$ cat src/rtl/sram_ctrl_pkg.sv
// Shared types and default geometry for the burst SRAM controller.
// The default geometry matches the team's 16x8 synchronous-read SRAM.
package sram_ctrl_pkg;

    localparam int SRAM_ADDR_W = 4;
    localparam int SRAM_DATA_W = 8;

    typedef enum logic [1:0] {
        IDLE,
        WR,
        RD
    } state_t;

endpackage

$ cat src/rtl/sram_burst_ctrl.sv
// Burst controller for a single-port synchronous-read SRAM: streams write beats in,
// streams read beats out with valid/ready, and hides the SRAM's one-cycle read latency.
module sram_burst_ctrl
    import sram_ctrl_pkg::*;
#(
    parameter int ADDR_W = SRAM_ADDR_W,
    parameter int DATA_W = SRAM_DATA_W
) (
    input  logic              clk,
    input  logic              rst_n,

    input  logic              req_valid,
    output logic              req_ready,
    input  logic              req_write,
    input  logic [ADDR_W-1:0] req_addr,
    input  logic [ADDR_W-1:0] req_len,

    input  logic              wdata_valid,
    output logic              wdata_ready,
    input  logic [DATA_W-1:0] wdata,

    output logic              rdata_valid,
    input  logic              rdata_ready,
    output logic [DATA_W-1:0] rdata,
    output logic              rdata_last,

    output logic              done,

    output logic              mem_write_en,
    output logic              mem_read_en,
    output logic [ADDR_W-1:0] mem_address,
    output logic [DATA_W-1:0] mem_data_in,
    input  logic [DATA_W-1:0] mem_data_out
);

    state_t            state;
    logic [ADDR_W-1:0] cur_addr;
    logic [ADDR_W-1:0] beats_left;   // beats still to hand over, minus one
    logic [ADDR_W:0]   issue_left;   // SRAM reads not yet issued (0..16)
    logic              rdata_valid_q;
    logic              done_q;

    logic              wr_hs;
    logic              rd_hs;
    logic              issue;

    assign wr_hs = rst_n && (state == WR) && wdata_valid;
    assign rd_hs = rdata_valid_q && rdata_ready;

    // A new read may only be issued when the output slot is empty or being emptied,
    // because the SRAM overwrites data_out on every read strobe.
    assign issue = rst_n && (state == RD) && (issue_left != '0)
                   && (!rdata_valid_q || rdata_ready);

    assign req_ready    = rst_n && (state == IDLE);
    assign wdata_ready  = rst_n && (state == WR);
    assign mem_write_en = wr_hs;
    assign mem_read_en  = issue;
    assign mem_address  = cur_addr;
    assign mem_data_in  = wdata;

    assign rdata_valid  = rdata_valid_q;
    assign rdata        = mem_data_out;
    assign rdata_last   = rdata_valid_q && (beats_left == '0);
    assign done         = done_q;

    // NOTE: all state updates use non-blocking assignments so every register
    // samples the pre-edge values, independent of statement order.
    always_ff @(posedge clk) begin
        if (!rst_n) begin
            state         <= IDLE;
            cur_addr      <= '0;
            beats_left    <= '0;
            issue_left    <= '0;
            rdata_valid_q <= 1'b0;
            done_q        <= 1'b0;
        end else begin
            done_q <= 1'b0;
            case (state)
                IDLE: begin
                    if (req_valid) begin
                        cur_addr   <= req_addr;
                        beats_left <= req_len;
                        issue_left <= {1'b0, req_len} + (ADDR_W+1)'(1);
                        state      <= req_write ? WR : RD;
                    end
                end
                WR: begin
                    if (wr_hs) begin
                        cur_addr   <= cur_addr + ADDR_W'(1);
                        beats_left <= beats_left - ADDR_W'(1);
                        if (beats_left == '0) begin
                            state  <= IDLE;
                            done_q <= 1'b1;
                        end
                    end
                end
                RD: begin
                    if (issue) begin
                        cur_addr      <= cur_addr + ADDR_W'(1);
                        issue_left    <= issue_left - (ADDR_W+1)'(1);
                        rdata_valid_q <= 1'b1;
                    end else if (rd_hs) begin
                        rdata_valid_q <= 1'b0;
                    end
                    if (rd_hs) begin
                        beats_left <= beats_left - ADDR_W'(1);
                        if (beats_left == '0) begin
                            state  <= IDLE;
                            done_q <= 1'b1;
                        end
                    end
                end
                default: state <= IDLE;
            endcase
        end
    end

endmodule

$ cat config.mk
export PLATFORM = sky130hd
export DESIGN_NAME = sram_burst_ctrl
export DESIGN_NICKNAME = d
export VERILOG_FILES = /design/src/rtl/sram_ctrl_pkg.sv /design/src/rtl/sram_burst_ctrl.sv
export SDC_FILE = /design/constraint.sdc
export NUM_CORES = 1
export LEC_CHECK = 0
export BUFFER_PORTS_ARGS = -buffer_cell sky130_fd_sc_hd__buf_2
export CAP_MARGIN = 30
export CORE_UTILIZATION = 35
export DETAILED_ROUTE_END_ITERATION = 8
export PLACE_DENSITY = 0.7
export SLEW_MARGIN = 25
export SYNTH_ARGS = -nofsm -noshare
export SYNTH_HDL_FRONTEND = slang
export SYNTH_SLANG_ARGS = --single-unit
$ cat constraint.sdc
create_clock -name clk -period 2.01 [get_ports clk]
set_clock_uncertainty 0.1 [all_clocks]
set_input_delay 0 -clock clk [delete_from_list [all_inputs] [get_ports clk]]
set_output_delay 0 -clock clk [all_outputs]
set_load 0.005 [all_outputs]
==> metrics.md <==
| Metric | Value |
|---|---|
| Total number of vias | roughly 1300 |
| Max-slew violation count | 0 |
| Final Critical Period | approximately 2000 ps |
| PortBufs | 24 |
| Vias in the first global route | between 1000 and 1500 |
| CTS tree | yes |
| Wire length per cell after detailed routing | 12.8 um |
| Internal power | 1.15 mW |
| DR pass1 iterations | 4 |
| Final WL | around 3200 um |
| Clock Sinks | 17 |
| Die H | roughly 63 um |
| Gate count after technology mapping | about 160 |
| Core area | roughly 3400 um2 |
| Most frequent cells in the layout | buf_2 (24), dlygate4sd3_1 (20), dfxtp_1 (15) |
| Slew HR | 0.695 |
| Row Count | 21 |
| Crit end category | flop |
| Seq pwr share | 0.265 |
| Status | complete, no violations |
| Crit path DAT | roughly 2100 ps |
| Post-Syn Nets | around 200 |
| Nets | 240 |
| Starting Density | 0.375 |
| Count of state elements after synthesis | 17 |
| Avg Inst Size Synth | 7.92 um2 |
| Antenna violations before repair | 0 |
| Worst Setup Start Kind | flop |
| DRC Markers | 0 |
| Vias/cell | about 5.2 |
| Antenna Nets Post-Route | 0 |
| Worst-margin pin slew | between 400 and 500 ps |
| Commonest non-fill, non-tap cell in the layout | buf_2 |
| Largest net degree at the start of global routing | 22 |
| Root buf cell | clkbuf_8 |
| Final Hold Viols | 0 |
| Clock power frac | 0.143 |
| Post-Route Setup TNS | 0 ps |
| Clock buffer depth | 2 |
| Total track usage | 0.159 |
| Post-route cell area | between 1500 and 2000 um2 |
| Share of layout cells above drive strength 1 | 0.279 |
| Die area | just under 4000 um2 |
| Placed Area | approximately 1400 um2 |
| Yosys cell types | 43 |
| Grt total ovfl | 0 |
| I/O pins | 57 |
| Synth Warn # | 0 |
| CTS clk-pin slew, worst paths | ~70 ps |
| Dpl hpwl | 2100 um |
| # diodes | 0 |
| Htree depth | 1 |
| Sw Ratio | 0.406 |
| GP Congestion | approximately 0.8 |
| Max capacitance violation total | 0 |
| Clock Latency Late Sink | ~260 ps |
| Register Area | about 350 um2 |
| Fmax | between 0.5 and 0.6 GHz |
| Critical Path RT | between 2000 and 2500 ps |
| Area Overhead vs Synth | 33.1% |
| Cts bufs inserted | 3 |
| First-pass GRT wire length | between 4000 and 5000 um |
| Peak supply drop | 0.714 mV |
| Leak Pwr | 0.752 nW |
| Final setup fails | 0 |
| Gate power share | 0.592 |
| Chip Width | roughly 63 um |
| Power Density | around 1100 nW/um2 |
| CP Max Fanout | 6 |
| Mapped cell area | 1290 um2 |
| Critical path class | flop to flop |
| Layout fillers | about 330 |
| Final period util | 0.976 |
| Area of the multi-input gates | around 790 um2 |
| Switch Pwr | 0.789 mW |
| Drt first-iter violations | between 50 and 60 |
| Share of synthesized area occupied by flip-flops and latches | 0.264 |
| HP Class | primary input to flop |
[area by class of cell]
cell class              instances  area share
well taps                      46      0.0335
flip-flops and latches         17       0.201
multi-input cells             109       0.461
repair buffers                 59       0.252
inverters                      12      0.0262
clock buffers                   4      0.0262
[worst max-delay path, stage by stage, from the launching register on]
cell and delay, ps:
dfxtp_2 330, inv_1 50, ha_2 170, a21boi_1 150, or3_4 430, or4_4 520
a21oi_2 130
[final timing paths]
path                  from             end  slack (ps)  depth (start not counted)
min reg2reg  beats_left[1]   beats_left[1]         370                          2
min            req_addr[0]  mem_address[0]          30                          4
max               state[1]  mem_address[0]          50                          6
max reg2reg       state[1]  mem_address[0]          50                          6
[through the flow]
stage               total power [mW]  worst slack (ps)  std cells  utilization  hold WS (ps)
floorplan                       1.22              25.0        163            -         -19.2
global placement                1.52              44.2        221        0.410          -100
detailed placement              1.52             -13.3        221        0.410          -100
CTS                             1.85              1.47        245        0.483          15.1
global route                    2.08             -5.80        247        0.499          39.4
finish                          1.94              47.5        247        0.499          25.9
[Yosys cell counts]
library cell	instances	area, um2
dfxtp_1	17	340
o211ai_1	1	7.51
o41a_1	1	11.3
or2_2	1	6.26
xor2_1	2	17.5
nor3b_1	1	7.51
buf_4	16	120
nor2_1	11	41.3
nand3b_1	2	15.0
o21ai_0	6	30.0
a21oi_1	9	45.0
a211o_1	1	8.76
a211oi_1	1	7.51
mux2i_1	7	70.1
buf_2	1	5.00
a22oi_1	1	7.51
o32ai_1	1	8.76
o311a_1	2	20.0
o311ai_0	3	26.3
nand2_1	12	45.0
and2_1	4	25.0
nor3_1	2	10.0
nor2b_1	4	25.0
a2111oi_2	1	15.0
ha_1	8	100
and3_1	1	6.26
xnor2_1	1	8.76
a221oi_1	1	8.76
o22ai_1	1	6.26
a21boi_0	1	7.51
nand2b_1	2	12.5
or4b_4	1	13.8
a21boi_1	1	7.51
o31ai_1	2	15.0
inv_1	12	45.0
a31oi_1	1	6.26
or4_1	3	22.5
clkbuf_2	1	5.00
o41ai_1	3	26.3
clkbuf_1	7	26.3
a41oi_1	1	8.76
or3_1	3	18.8
nand3_1	6	30.0
[registers in the layout (all words and copies together), names as in the netlist]
name,count
state,2
beats_left,4
rdata_valid,1
mem_address,4
done,1
issue_left,5
[power by group through the flow]
stage	Clock, mW	Sequential [mW]	Combinational (mW)
2_1_floorplan	0	0.507	0.716
3_3_place_gp	0	0.512	1.01
3_5_place_dp	0	0.515	1.01
4_1_cts	0.279	0.509	1.06
5_1_grt	0.295	0.529	1.26
6_report	0.279	0.515	1.15
[kinds of logic (layout without fill, tap and decap cells)]
family          after synthesis  after routing  synth area share
flops                        17             17             0.264
buf+inv                      37             75             0.156
simple gates                 53             53             0.216
xor+xnor                      3              3            0.0204
compound gates               38             38             0.212
fa+ha+maj                     8              8            0.0775
mux                           7              7            0.0543
[timing repair]
action,4_1_cts,5_1_grt
buffers inserted,0,1
pin swaps,0,1
hold buffers,20,0
setup endpoints to repair,1,10
resized for setup,1,13
cloned,0,1
endpoints found under the hold margin,22,0
[per-layer routing]
layer | vias up | global-route usage | wire length (um)
li1 | 643 | - | -
met1 | 586 | 0.208 | 1550
met2 | 53 | 0.247 | 1440
met3 | 4 | 0.0237 | 127
met4 | 0 | 0.0930 | 51
met5 | - | 0 | 0
(Power assumes the default switching activity.)
